[config.mk]
export PLATFORM = sky130hd
export DESIGN_NAME = spu_mem_stage
export DESIGN_NICKNAME = d
export VERILOG_FILES = /design/src/rtl/spu_mem_stage.sv
export SDC_FILE = /design/constraint.sdc
export NUM_CORES = 1
export LEC_CHECK = 0
export CORE_AREA = 2 2 318 320
export DETAILED_ROUTE_END_ITERATION = 8
export DIE_AREA = 0 0 320 322
export HOLD_SLACK_MARGIN = 0.02
export PLACE_DENSITY_LB_ADDON = 0.2
export SLEW_MARGIN = 10
export SYNTH_ARGS = -nofsm -noshare
export SYNTH_HDL_FRONTEND = slang
export SYNTH_SLANG_ARGS = --single-unit
[constraint.sdc]
create_clock -name clk -period 3 [get_ports clk]
set_input_delay 0.3 -clock clk [delete_from_list [all_inputs] [get_ports clk]]
set_output_delay 0.3 -clock clk [all_outputs]
set_load 0.05 [all_outputs]
[src/rtl/spu_mem_stage.sv]
// SPU memory pipeline stage: branch resolution plus a req/ack local-store access FSM.
// Optional MEM_TIMEOUT_EN aborts a local-store access after TIMEOUT_CYC unacknowledged wait cycles.
module spu_mem_stage #(
    parameter int unsigned DATA_W      = 128,
    parameter int unsigned REG_W       = 7,
    parameter int unsigned LS_ADDR_W   = 18,
    parameter int unsigned TIMEOUT_CYC = 255
) (
    input  logic                   clk,
    input  logic                   reset,
    input  logic                   in_valid,
    output logic                   in_ready,
    input  logic                   branch,
    input  logic                   zero,
    input  logic                   mem_read,
    input  logic                   mem_write,
    input  logic                   reg_write_in,
    input  logic [DATA_W-1:0]      alu_result,
    input  logic [DATA_W-1:0]      store_data,
    input  logic [REG_W-1:0]       rt_in,
    output logic                   pc_source,
    output logic                   ls_req,
    output logic                   ls_we,
    output logic [LS_ADDR_W-5:0]   ls_addr,
    output logic [DATA_W-1:0]      ls_wdata,
    input  logic                   ls_ack,
    input  logic [DATA_W-1:0]      ls_rdata,
    output logic                   out_valid,
    output logic [DATA_W-1:0]      wb_mem_data,
    output logic [DATA_W-1:0]      wb_alu_result,
    output logic [REG_W-1:0]       wb_rt,
    output logic                   wb_reg_write,
    output logic                   wb_mem_to_reg,
    output logic                   mem_err
);

    typedef enum logic [1:0] {StIdle, StWaitRd, StWaitWr} state_e;

    state_e              state;
    logic                accept;
    logic                expired;
    logic [DATA_W-1:0]   pend_alu_result;
    logic [REG_W-1:0]    pend_rt;
    logic                pend_reg_write;

    assign in_ready  = (state == StIdle);
    assign accept    = in_valid & in_ready;
    assign pc_source = accept & branch & zero;

    // Quadword-aligned and wrapped to the local-store size: low nibble and high bits drop out.
    logic unused_addr;
    assign unused_addr = ^{alu_result[3:0], alu_result[DATA_W-1:LS_ADDR_W]};

`ifdef MEM_TIMEOUT_EN
    localparam int unsigned CNT_W = $clog2(TIMEOUT_CYC + 1);

    logic [CNT_W-1:0] wait_cnt;

    // Abort at the edge ending the TIMEOUT_CYC-th wait cycle; a same-cycle ack wins.
    assign expired = !ls_ack && (wait_cnt == CNT_W'(TIMEOUT_CYC - 1));

    always_ff @(posedge clk) begin
        if (reset) begin
            wait_cnt <= '0;
            mem_err  <= 1'b0;
        end else begin
            unique case (state)
                StIdle: begin
                    wait_cnt <= '0;
                    if (accept && !mem_write && !mem_read) begin
                        mem_err <= 1'b0;
                    end
                end
                StWaitRd, StWaitWr: begin
                    if (ls_ack) begin
                        mem_err <= 1'b0;
                    end else if (expired) begin
                        mem_err <= 1'b1;
                    end else begin
                        wait_cnt <= wait_cnt + 1'b1;
                    end
                end
                default: wait_cnt <= '0;
            endcase
        end
    end
`else
    logic unused_cfg;
    assign unused_cfg = |32'(TIMEOUT_CYC);
    assign expired    = 1'b0;
    assign mem_err    = 1'b0;
`endif

    always_ff @(posedge clk) begin
        if (reset) begin
            state           <= StIdle;
            ls_req          <= 1'b0;
            ls_we           <= 1'b0;
            ls_addr         <= '0;
            ls_wdata        <= '0;
            out_valid       <= 1'b0;
            wb_mem_data     <= '0;
            wb_alu_result   <= '0;
            wb_rt           <= '0;
            wb_reg_write    <= 1'b0;
            wb_mem_to_reg   <= 1'b0;
            pend_alu_result <= '0;
            pend_rt         <= '0;
            pend_reg_write  <= 1'b0;
        end else begin
            out_valid <= 1'b0;
            unique case (state)
                StIdle: begin
                    if (accept) begin
                        if (mem_write || mem_read) begin
                            // Stash WB fields so wb_* keep their value until completion.
                            pend_alu_result <= alu_result;
                            pend_rt         <= rt_in;
                            pend_reg_write  <= reg_write_in;
                            ls_req          <= 1'b1;
                            ls_we           <= mem_write;
                            ls_addr         <= alu_result[LS_ADDR_W-1:4];
                            ls_wdata        <= store_data;
                            state           <= mem_write ? StWaitWr : StWaitRd;
                        end else begin
                            wb_alu_result <= alu_result;
                            wb_rt         <= rt_in;
                            wb_reg_write  <= reg_write_in;
                            wb_mem_to_reg <= 1'b0;
                            out_valid     <= 1'b1;
                        end
                    end
                end
                StWaitRd, StWaitWr: begin
                    if (ls_ack || expired) begin
                        ls_req        <= 1'b0;
                        out_valid     <= 1'b1;
                        wb_alu_result <= pend_alu_result;
                        wb_rt         <= pend_rt;
                        state         <= StIdle;
                        if (!ls_ack) begin
                            wb_mem_data   <= '0;
                            wb_reg_write  <= 1'b0;
                            wb_mem_to_reg <= 1'b0;
                        end else if (state == StWaitRd) begin
                            wb_mem_data   <= ls_rdata;
                            wb_reg_write  <= pend_reg_write;
                            wb_mem_to_reg <= 1'b1;
                        end else begin
                            wb_reg_write  <= 1'b0;
                            wb_mem_to_reg <= 1'b0;
                        end
                    end
                end
                default: begin
                    state  <= StIdle;
                    ls_req <= 1'b0;
                end
            endcase
        end
    end

endmodule

Word level (Yosys, flattened, before mapping) --
Index checks and enable logic that the tools add are counted.
Storage, ports and cells: register bits 548, input port bits 400, output and inout bits 413, logic and storage cells 62
Cells by class: equality and inequality tests 6, multiplexer cells 31, bitwise logic cells 3, reduce and logical (&&, ||, !) cells 8
Operators with widths (number):
- 2-to-1 mux 128 bit | 3
- one-hot mux 128 bit (2 select lines) | 1
- 2-to-1 mux 7 bit | 3
- 2-to-1 mux 1 bit | 14
- one-hot mux 7 bit (2 select lines) | 1
- AND reduction 3 bit | 3
- 2-to-1 mux 2 bit | 4
- one-hot mux 1 bit (2 select lines) | 4
- != test 2 x 1 -> 1 bit, second input constant | 2
- != test 2 bit, second input constant | 2
- one-hot mux 2 bit (2 select lines) | 1
- AND reduction 4 bit | 1
- bitwise AND 1 bit | 3
- == test 2 x 1 -> 1 bit, second input constant | 1
- == test 2 bit, second input constant | 1
- zero test 2 bit | 1
- nonzero test 2 bit | 1
- OR reduction 2 bit | 1
- logical OR 1 bit | 1

Longest topological paths before layout --
Gate-level depths: netlist (run 1).
depth in word-level cells 4, mapped depth 8, depth with buffers taken out 5

Worst setup path before layout (run 1) --
Ideal clock, no wire load.
kind reg2reg, start reg state[1], end reg wb_alu_result[100], setup time 0.146 ns, arrival time 1.940 ns, data required time 2.854 ns, slack 0.914 ns, cell stages (with the launch flop) 9, path buffers 3, clock period less this slack 2.086 ns, path through dfxtp_1 -> inv_1 -> ha_1 -> nand4bb_1 -> buf_2 -> buf_4 -> buf_2 -> a211oi_1 -> a211oi_2
On the way: word-level cells in the longest chain between the ends 4, elaborated cells between the ends (all ways) 11, classes of those cells eq/ne: 5; mux: 1; bitwise: 1; reduce/logical: 4
Ends and longest elaborated chain:
- start, declared | line 39 | state_e state;
- start signal, assigned | line 96 | state <= StIdle;
- start signal, assigned | line 124 | state <= mem_write ? StWaitWr : StWaitRd;
- start signal, assigned | line 140 | state <= StIdle;
- zero test 2 bit (*) | line 46 | assign in_ready = (state == StIdle);
- via in_ready | line 12 | output logic in_ready,
- bitwise AND 1 bit | line 47 | assign accept = in_valid & in_ready;
- != test 2 x 1 -> 1 bit (no source line)
- AND reduction 4 bit (no source line)
- end signal, assigned | line 126 | wb_alu_result <= alu_result;
- end signal, assigned | line 138 | wb_alu_result <= pend_alu_result;
- end, declared | line 30 | output logic [DATA_W-1:0] wb_alu_result,
The timed path passes the listed nets; every way through them passes the cells marked *. A chain may end at the register's enable or synchronous reset.

Worst setup path after layout (run 1) --
start reg state[1], end out pc_source
On the way: word-level cells in the longest chain between the ends 4
Ends and longest elaborated chain:
- zero test 2 bit | line 46
- bitwise AND 1 bit | line 47
- bitwise AND 1 bit (2 in a row) | line 48 | assign pc_source = accept & branch & zero;
- end, declared | line 21 | output logic pc_source,
Every way passes these cells.

==> out/metrics.cfg, run 1 <==
[flow_run]
maxCapViolations = 0

[global_routing]
met3_usage = 0.0525
grt-ovfl-total = 0
first_global_vias = 19300
use_met1 = 0.199
grt_use_total = 0.165
busiest_layer = met2
grtUsageMet2 = 0.274
grt_first_pass_wirelength_um = 129000
antenna_found_initial = 16
grt_max_degree = 93

[power]
combPwrFrac = 0.225
clockPowerShare = 0.396
p_int_w = 0.0142
p_total_w = 0.0207
swShare = 0.312
power-per-cell-area_nw_per_um2 = 626
switchingPower_w = 0.00645
leakagePower_nw = 11.4
ir_drop_mv = 0.358
seq_power_share = 0.379

[setup_path]
critPathRequiredTime_ps = 2700
ff2ff_setup_slack_ps = 610
worst_setup_path_end_kind = output port
critical_path.endpoint = pc_source
cp.arrival_ps = 2310
path_max_fanout = 8
r2r_cells = 6
critPathLaunch = state[1]
crit_type = reg2out
timing.rr.end = wb_alu_result[19]
r2r-start = state[0]
cp-start-kind = flop

[die]
fp.dieH_um = 322
ios = 813
core_area_um2 = 99600
dieWidth_um = 320
initial_utilization = 0.213
die-area_um2 = 103000
num_rows = 116

[finish]
drive_gt1_frac = 0.109
area_growth_syn_to_layout_pct = 56.1
nets = 3643
layout_commonest_cell = clkdlybuf4s50_1
final_util = 0.332
reg.largest.list = ls_wdata: 128 flops, wb_alu_result: 128 flops, wb_mem_data: 128 flops
layout_common_cells = clkdlybuf4s50_1, nand2_1, dfxtp_1
fillCellCount = 10500

[clock_tree]
cts-hold-fix-buffers = 0
cts_max_path_buffers = 3
clk-insertion-delay-late_ps = 640
cts_max_level = 3
cts_tree = yes
clockRootBuffer = clkbuf_16
path_clk_slew_ps = 60
cts_made_buffers = 67
post_cts_buffers = 0
clkSinkCount = 534
cts_resized = 0

[timing]
final.setup_skew_ps = 23.4
relSlewSlack = 0.473
tightest_slew_ps = 788
finalSetupTns_ps = 0
period_share = 0.868
final_max_slew_viol_count = 0
finalSetupViolations = 0
fin_crit_ps = 2610
fmax_mhz = 384
hold_viol_final = 0
rsz0062_at_grt = no

[synth]
syn_area_per_cell_um2 = 8.39
syn_nets = 2928
synth_seq_cells = 534
yosys_warnings = 0
ys_seq_area_frac = 0.505
synth_area_um2 = 21200
synth_cell_type_count = 30
syn_inst = 2524

[route]
drtAntennaViolNets = 0
avgRoutedWirePerCell_um = 19.5
dr.pass1.iters = 5
vias = 19900
viasPerCell = 4.33
drc_errors = 0
drt_iter0_drc = 1011
routed_wl_um = 89400

[hold_path]
hold_start = reset
hold_class = in2reg

[outcome]
status = complete, no violations

[place]
numPortBuffers = 811
place_hpwl_um = 62900
gp_congestion = 0.784

==> final cells by class <==
class,instances,area [µm²],area share
antenna,6,15.0,0.000454
clock buffer,104,2010,0.0607
clock inverter,16,205,0.00621
inverter,137,514,0.0156
multi-input combinational,1616,8980,0.272
sequential,534,10700,0.323
tap,1298,1620,0.0491
timing repair buffer,883,9030,0.273
==> worst min-delay path by stage <==
stage | to | cells after the start
finish | ls_we | 2
global placement | pend_rt[1] | 2
floorplan | pend_alu_result[0] | 2
CTS | ls_wdata[121] | 3
detailed placement | pend_alu_result[110] | 2
global route | wb_mem_data[109] | 3
==> metal layers <==
metal	wire, µm	share of wire
met5	92	0.0010
met2	43300	0.48
met3	6590	0.074
met4	2270	0.025
met1	37200	0.42
==> per-stage QoR <==
stage	worst slack, ps	instance area (µm²)	cells	hold slack (ps)
after floorplan	914	21200	2524	433
after global placement	605	30800	4468	438
after detailed placement	589	30800	4468	443
after CTS	315	33000	4588	136
after global routing	289	33100	4593	177
final	395	33100	4594	200
==> kinds of logic after synthesis <==
group	Yosys count	synth area share
flip-flops	534	0.505
adder cells (fa/ha/maj)	4	0.00236
AND/OR/NAND/NOR	801	0.144
buffers and inverters	374	0.0745
AO/OA/AOI/OAI	673	0.201
other	1	0.000177
multiplexers	137	0.0728
==> power by group through the flow <==
stage | combinational (W) | sequential [W] | clock [W]
6_report | 0.00465 | 0.00784 | 0.00819
5_1_grt | 0.00494 | 0.00789 | 0.00876
4_1_cts | 0.00471 | 0.00784 | 0.00848
3_5_place_dp | 0.00469 | 0.00799 | 0
3_3_place_gp | 0.00469 | 0.00800 | 0
2_1_floorplan | 0.00158 | 0.00912 | 0
==> critical path, cell delays in order, from the launching register on <==
cell             delay [ps]
dfxtp_1                 310
inv_1                   140
ha_4                    240
and4_1                  200
clkdlybuf4s50_1         800
==> synthesized netlist by cell type, drive strengths merged <==
library cell / number / area (µm²)
and4: 1 / 8.76
a21oi: 395 / 1980
and2: 1 / 6.26
o31ai: 2 / 15.0
inv: 137 / 514
nand2b: 5 / 31.3
ha: 4 / 50.1
nand2: 787 / 2950
nand4bb: 1 / 11.3
dfxtp: 534 / 10700
a211oi: 271 / 2230
clkbuf: 128 / 480
nand3: 2 / 10.0
buf: 109 / 583
or4: 1 / 7.51
o211a: 1 / 10.0
nor2b: 2 / 12.5
mux2: 136 / 1530
o32ai: 1 / 8.76
o211ai: 1 / 7.51
or3: 1 / 6.26
a21o: 1 / 7.51
conb: 1 / 3.75
mux2i: 1 / 10.0
o21ai: 1 / 5.00
Note: power is estimated with default switching activity, not from simulation.
==> run 2: changes to the inputs <==
Settings changed: PLACE_DENSITY_LB_ADDON 0.2 to default.
==> out/metrics.cfg, run 2 (synthesis results as in run 1) <==
[outcome]
status = complete, no violations  ; unchanged

[clock_tree]
clk-insertion-delay-late_ps = 630  ; was 640 ps
cts-hold-fix-buffers = 0  ; unchanged
cts_max_level = 3  ; unchanged
cts_tree = yes  ; unchanged
clkSinkCount = 534  ; unchanged
path_clk_slew_ps = 60  ; about the same
cts_made_buffers = 67  ; unchanged
post_cts_buffers = 0  ; unchanged
cts_resized = 0  ; unchanged
cts_max_path_buffers = 3  ; unchanged
clockRootBuffer = clkbuf_16  ; unchanged

[timing]
tightest_slew_ps = 928  ; was 788 ps
fmax_mhz = 388  ; was 384 MHz
fin_crit_ps = 2580  ; was 2610 ps
final_max_slew_viol_count = 0  ; unchanged
finalSetupViolations = 0  ; unchanged
hold_viol_final = 0  ; unchanged
rsz0062_at_grt = no  ; unchanged
period_share = 0.859  ; was 0.868
final.setup_skew_ps = 24.9  ; was 23.4 ps
relSlewSlack = 0.381  ; was 0.473
hold_ws_ps = 199  ; was 200 ps
setup_slack_ps = 423  ; was 395 ps
finalSetupTns_ps = 0  ; unchanged

[setup_path]
critPathLaunch = state[1]  ; unchanged
ff2ff_setup_slack_ps = 520  ; was 610 ps
path_max_fanout = 8  ; unchanged
worst_setup_path_end_kind = output port  ; unchanged
cp.arrival_ps = 2280  ; was 2310 ps
critical_path.endpoint = pc_source  ; unchanged
cp-start-kind = flop  ; unchanged
crit_type = reg2out  ; unchanged
r2r_cells = 6  ; unchanged
r2r-start = state[0]  ; unchanged
timing.rr.end = wb_alu_result[80]  ; was wb_alu_result[19]
critPathRequiredTime_ps = 2700  ; about the same

[die]
dieWidth_um = 320  ; unchanged
num_rows = 116  ; unchanged
ios = 813  ; unchanged
core_area_um2 = 99600  ; unchanged
die-area_um2 = 103000  ; unchanged
fp.dieH_um = 322  ; unchanged
initial_utilization = 0.213  ; unchanged

[finish]
fillCellCount = 10300  ; was 10.5k
drive_gt1_frac = 0.109  ; about the same
area_growth_syn_to_layout_pct = 55.6  ; was 56.1%
layout_common_cells = clkdlybuf4s50_1, nand2_1, dfxtp_1  ; unchanged
layout_commonest_cell = clkdlybuf4s50_1  ; unchanged
reg.largest.list = ls_wdata: 128 flops, wb_alu_result: 128 flops, wb_mem_data: 128 flops  ; unchanged
final_cells = 4586  ; was 4594
nets = 3637  ; was 3643

[route]
viasPerCell = 4.37  ; was 4.33
routed_wl_um = 85100  ; was 89400 µm
drt_iter0_drc = 1327  ; was 1011
avgRoutedWirePerCell_um = 18.5  ; was 19.5 µm
vias = 20000  ; was 19.9k
drtAntennaViolNets = 0  ; unchanged
dr.pass1.iters = 7  ; was 5
drc_errors = 0  ; unchanged

[place]
numPortBuffers = 811  ; unchanged
gp_congestion = 0.794  ; was 0.784
dp_cells = 4462  ; was 4468
place_hpwl_um = 59900  ; was 62900 µm
place_ws_ps = 493  ; was 589 ps

[global_routing]
grt_first_pass_wirelength_um = 123000  ; was 129000 µm
grt_max_degree = 140  ; was 93
first_global_vias = 19100  ; was 19.3k
antenna_found_initial = 6  ; was 16
grt-ovfl-total = 0  ; unchanged
grt_use_total = 0.156  ; was 0.165

[power]
leakagePower_nw = 11.3  ; was 11.4 nW
ir_drop_mv = 0.390  ; was 0.358 mV
power-per-cell-area_nw_per_um2 = 632  ; was 626 nW/µm²

[flow_run]
maxCapViolations = 0  ; unchanged

[hold_path]
hold_class = in2reg  ; unchanged

run 2: worst min-delay path by stage:
| stage | end | slack, ps | depth (start not counted) | startpoint |
|---|---|---|---|---|
| floorplan | pend_alu_result[0] | 430 | 2 | pend_alu_result[0] |
| global placement | pend_alu_result[113] | 440 | 2 | pend_alu_result[113] |
| detailed placement | pend_alu_result[127] | 440 | 2 | pend_alu_result[127] |
| CTS | ls_wdata[127] | 160 | 3 | store_data[127] |
| global route | ls_wdata[117] | 190 | 3 | store_data[117] |
| finish | wb_mem_data[71] | 200 | 2 | reset |
run 2: cell type report:
type,count,area (µm²),area share
antenna,3,7.51,0.000228
multi-input combinational,1616,8980,0.272
inverter,137,514,0.0156
sequential,534,10700,0.324
timing repair buffer,877,8860,0.269
tap,1298,1620,0.0493
clock buffer,95,1940,0.0590
clock inverter,26,340,0.0103
run 2: per-layer routing:
metal / GRT usage / routed length (µm)
met1: 0.198 / 36600
met2: 0.254 / 39900
met3: 0.0424 / 6340
met4: 0.0535 / 2170
met5: 0 / 13
run 2: critical path, cell delays in order (launching register included):
cell             delay [ps]
dfxtp_1                 310
inv_1                   140
ha_4                    230
and4_1                  190
clkdlybuf4s50_1         800
run 2: power breakdown:
group	total [W]	switching (W)	internal (W)	leakage [nW]
Sequential	0.00783	0.000264	0.00757	4.36
Combinational	0.00459	0.00278	0.00181	5.84
Clock	0.00842	0.00334	0.00507	1.12
Total	0.0208	0.00639	0.0145	11.3
run 2: stage by stage:
stage / power (W) / util / area, µm²
after global routing: 0.0217 / 0.331 / 33000
after CTS: 0.0211 / 0.331 / 32900
after floorplan: 0.0107 / - / 21200
final: 0.0208 / 0.331 / 33000
after global placement: 0.0126 / 0.308 / 30700
after detailed placement: 0.0126 / 0.308 / 30700
==> RTL edit 1 (settings of run 1) <==
Set the parameter `DATA_W` to 64 (it was 128).
--- a/src/rtl/spu_mem_stage.sv
+++ b/src/rtl/spu_mem_stage.sv
@@ -2,5 +2,5 @@
 // Optional MEM_TIMEOUT_EN aborts a local-store access after TIMEOUT_CYC unacknowledged wait cycles.
 module spu_mem_stage #(
-    parameter int unsigned DATA_W      = 128,
+    parameter int unsigned DATA_W      = 64,
     parameter int unsigned REG_W       = 7,
     parameter int unsigned LS_ADDR_W   = 18,
Ports: changed (6 resized); port bits go from 813 to 429. The function was not compared with the original's and may differ.
==> RTL edit 1 against run 1 <==
- critical path depth unchanged
- total power down 45%
- synthesized cell count down 47%
- via count down 47%
- setup slack better by 0.077 ns
- design area down 45%
- area after synthesis down 48%
- sequential cell count down 256
- routed wire length down 47%
- core utilization down 15 points
- sequential share of layout area down 1.6 points
- critical path type unchanged
==> RTL edit 1: results (changes against run 1) <==
power:
  p_leak_nw: 5.96  # -48%
  ir_worst_vdd_v: 0.000392  # +9.2%
placed_design:
  hpwlAfterDp_um: 31600  # -50%
  port_buffers: 427  # -47%
  place_congestion: 0.735  # -6.2%
  dpl_worst_slack_ns: 0.300  # -0.289 ns
finish:
  layout-drive-gt1-share_pct: 9.76  # -1.1 points
  nNetsFinal: 1901  # -48%
  fillers: 11000  # +5.6%
  largestRegisters: "ls_wdata (64), wb_alu_result (64), wb_mem_data (64)"
logic_synthesis:
  synth.area.top_cells: "dfxtp_1 (50%), nand2_1 (14%), a211oi_1 (9.7%), a21oi_1 (9.2%), mux2_2 (7.3%)"
  netlist_top_cells_count: "nand2_1 (403), dfxtp_1 (278), a21oi_1 (203), a211oi_1 (143), inv_1 (73)"
  ys_seq_area_share_pct: 50.1  # -0.35 points
  syn_nets: 1540  # -47%
  ys_types: 28  # -6.7%
global_routing:
  grt_pass1_vias: 10700  # -44%
  grt_max_degree: 86  # -7.5%
  antenna_found_initial: 6  # -10
  grt_pass1_wl_um: 69900  # -46%
  grt_use_total_pct: 8.93  # -7.6 points
sta:
  skew_ns: 0.0297  # +0.00627 ns
  fmax_ghz: 0.396  # +3.0%
  worst_slew_pin_slew_ns: 0.709  # -0.0788 ns
detailed_routing:
  drt-initial-drc-count: 339  # -66%
  drt_pre_antenna_iters: 4  # -1
  routed_wl_um: 47600  # -47%
clocking:
  htree_num_levels: 2  # -1
  insertion_delay_ns: 0.59  # -0.05 ns
  cts_made_buffers: 41  # -39%
setup_path:
  worstPathArrival_ns: 2.23  # -0.08 ns
  reg2reg_slack_ns: 0.58  # -0.03 ns
  slowest_delay_ns: 0.79
  ff2ff_path_depth: 7  # +1
  reg2reg_to: "wb_alu_result[32]$_SDFFE_PP0P_"
run_status:
  status: "finished, final reports clean"
==> RTL edit 1: cell count changes after synthesis, moves of 2 or more <==
cell,run 1,this run
nand2_1,787,403
a211oi_2,40,0
buf_6,3,8
buf_4,18,16
a211oi_1,231,143
inv_1,137,73
a21oi_1,395,203
dfxtp_1,534,278
clkbuf_1,128,68
buf_2,67,27
buf_1,21,10
mux2_2,135,72
==> RTL edit 1: per-layer routing <==
layer / up-vias / wire length, um / global-route usage (%)
met5: - / 60 / 0
met4: 10 / 1330 / 3.24
met3: 75 / 4110 / 3.65
met2: 324 / 22500 / 15.0
met1: 4880 / 19700 / 10.2
li1: 5173 / - / -
==> RTL edit 1: final cells by class <==
cell class	count	area share, %
multi-input cells	848	25.9
clock buffers	62	6.76
repair buffers	447	25.2
inverters	73	1.51
diodes	2	0.0276
well taps	1298	8.97
clock inverters	14	0.898
flip-flops and latches	278	30.7
==> RTL edit 1: power by group through the flow <==
stage | clock network (mW) | registers (mW) | logic (mW)
after floorplan | 0 | 4.75 | 0.859
after global placement | 0 | 4.15 | 2.49
after detailed placement | 0 | 4.16 | 2.50
after CTS | 5.16 | 4.08 | 2.51
after global routing | 5.29 | 4.11 | 2.62
final | 4.91 | 4.08 | 2.45
==> RTL edit 1: logic make-up (layout without fill, tap and decap cells) <==
family,count (synthesis),after routing,synth area share [%]
DFF,278,278,50.1
muxes,73,73,7.39
buffers and inverters,202,596,8.22
adders and majority gates,4,4,0.451
other,1,3,0.0338
and+or+nand+nor,417,417,14.5
AOI/OAI and AO/OA,353,353,19.3
==> RTL edit 1: how the worst min path moves through the flow <==
stage	startpoint	endpoint	slack (ns)	cells after the start
2_1_floorplan	pend_alu_result[0]$_SDFFE_PP0P_	pend_alu_result[0]$_SDFFE_PP0P_	0.43	2
6_report	reset	wb_mem_data[35]$_SDFFE_PP0P_	0.20	2
4_1_cts	reset	pend_alu_result[0]$_SDFFE_PP0P_	0.18	2
3_3_place_gp	pend_alu_result[18]$_SDFFE_PP0P_	pend_alu_result[18]$_SDFFE_PP0P_	0.44	2
5_1_grt	reset	wb_mem_data[39]$_SDFFE_PP0P_	0.20	2
3_5_place_dp	pend_alu_result[19]$_SDFFE_PP0P_	pend_alu_result[19]$_SDFFE_PP0P_	0.45	2
==> RTL edit 1: stage by stage <==
step / cell area (um^2) / cells / util, % / hold slack [ns]
CTS: 18100 / 3020 / 18.2 / 0.177
floorplan: 11100 / 1328 / - / 0.433
detailed placement: 16700 / 2944 / 16.8 / 0.446
global placement: 16700 / 2944 / 16.8 / 0.438
global route: 18100 / 3021 / 18.2 / 0.205
finish: 18100 / 3022 / 18.2 / 0.202
==> RTL edit 2 (settings of run 1) <==
Without the edit above. Add a define of `MEM_TIMEOUT_EN`.
--- a/src/rtl/spu_mem_stage.sv
+++ b/src/rtl/spu_mem_stage.sv
@@ -1,4 +1,6 @@
 // SPU memory pipeline stage: branch resolution plus a req/ack local-store access FSM.
 // Optional MEM_TIMEOUT_EN aborts a local-store access after TIMEOUT_CYC unacknowledged wait cycles.
+`define MEM_TIMEOUT_EN
+
 module spu_mem_stage #(
     parameter int unsigned DATA_W      = 128,
Check against the original RTL: not settled (the Yosys comparison gave no result); the edit may change what the design does.
==> RTL edit 2 against run 1 <==
- total power rose by 2.1%
- highest routed layer unchanged
- area after synthesis down 2.7%
- largest power group unchanged
- design area decreased by 2.2%
- sequential cell count up 9
- routed wire length shrank 0.49%
- setup slack worse by 0.034 ns
- synthesized cell count is 14% lower
- worst hold slack improved by 0.024 ns
- largest cell class unchanged
==> RTL edit 2: results (changes against run 1) <==
run_status:
  status: "finished, final reports clean"
finish:
  buffers: 872  # -1.2%
  regArea_um2: 10900  # +1.7%
  multi_input_cells: 1406  # -13%
  nNetsFinal: 3303  # -9.3%
  finalNonFillerCells: 4244  # -7.6%
  antenna_cells: 3  # -3
  fillers: 10300  # -1.6%
  utilization_pct: 32.5  # -0.73 points
sta:
  fmax_ghz: 0.379  # -1.3%
  relSlewSlack_pct: 23.2  # -24 points
power:
  comb_power_mw: 4.81  # +3%
  net-switching-power_mw: 6.58  # +2.1%
  seqPwrFrac_pct: 37.7  # -0.2 points
  p_int_mw: 14.5  # +2.2%
  p_leak_nw: 11.3  # -0.27%
  ir_worst_vdd_v: 0.000420  # +17%
clocking:
  cts_resized: 1  # +1
  insertion_delay_ns: 0.62  # -0.02 ns
  cts_made_buffers: 70  # +4.5%
  cts.hold.buffers_added: 1  # +1
placed_design:
  hpwlAfterDp_um: 63400  # +0.79%
  place_area_um2: 30100  # -2.5%
  dp.cells: 4123  # -7.7%
  place_congestion: 0.785  # about the same
global_routing:
  grt_use_total_pct: 16.4  # -0.094 points
  grt_pass1_vias: 17900  # -7.2%
  antenna_found_initial: 11  # -5
logic_synthesis:
  syn_nets: 2573  # -12%
  netlist_top_cells_count: "dfxtp_1 (543), nand2_1 (533), a21oi_1 (412), mux2i_1 (135), a211oi_2 (129)"
  synth_area_um2: 20600  # -2.7%
  synthCells: 2168  # -14%
  ys_types: 37  # +23%
  synth.area.top_cells: "dfxtp_1 (53%), a21oi_1 (10%), nand2_1 (9.7%), a211oi_2 (7.8%), mux2i_1 (6.6%)"
detailed_routing:
  avgRoutedWirePerCell_um: 21.0  # +7.7%
  num_vias: 18400  # -7.6%
  drt-initial-drc-count: 1063  # +5.1%
setup_path:
  cp_slowest_cell: "dlygate4sd2_1"
  reg2reg_slack_ns: 0.78  # +0.17 ns
  reg2reg_to: "wb_mem_data[116]$_SDFFE_PP0P_"
  critPathMaxFanout: 7  # -1
worst_hold_path:
  whs_path_depth: 3  # +1
[RTL edit 2: cell count changes after synthesis, sizes merged, moves of 4 or more]
cell / before / now
dfxtp: 534 / 543
o21ai: 1 / 8
buf: 109 / 114
nor2: 0 / 9
a22o: 0 / 128
xnor2: 0 / 4
inv: 137 / 5
mux2i: 1 / 135
mux2: 136 / 0
clkbuf: 128 / 100
nand2: 787 / 533
a211oi: 271 / 137
a21oi: 395 / 413
[RTL edit 2: worst min path at each step]
| stage | slack [ns] | from | end |
|---|---|---|---|
| final | 0.22 | store_data[57] | ls_wdata[57]$_SDFFE_PP0P_ |
| after global routing | 0.18 | store_data[57] | ls_wdata[57]$_SDFFE_PP0P_ |
| after CTS | 0.15 | store_data[57] | ls_wdata[57]$_SDFFE_PP0P_ |
| after detailed placement | 0.45 | ls_wdata[10]$_SDFFE_PP0P_ | ls_wdata[10]$_SDFFE_PP0P_ |
| after global placement | 0.44 | pend_alu_result[111]$_SDFFE_PP0P_ | pend_alu_result[111]$_SDFFE_PP0P_ |
| after floorplan | 0.43 | ls_rdata[0] | wb_mem_data[0]$_SDFFE_PP0P_ |
[RTL edit 2: kinds of logic (layout without fill, tap and decap cells)]
family,Yosys count,after routing,synth area share (%)
AO/OA/AOI/OAI,695,695,24.2
XOR/XNOR,4,4,0.170
adder cells (fa/ha/maj),5,5,0.304
buffers and inverters,219,994,5.34
flip-flops,543,543,52.8
multiplexers,135,135,6.56
other,0,3,0
AND/OR/NAND/NOR,567,567,10.7
[RTL edit 2: per-layer routing]
| layer | track usage (%) | routed length (um) | vias to the layer above |
|---|---|---|---|
| li1 | - | - | 9018 |
| met1 | 20.2 | 37200 | 8693 |
| met2 | 27.2 | 43600 | 547 |
| met3 | 5.02 | 5900 | 118 |
| met4 | 5.30 | 2230 | 4 |
| met5 | 0 | 23 | - |
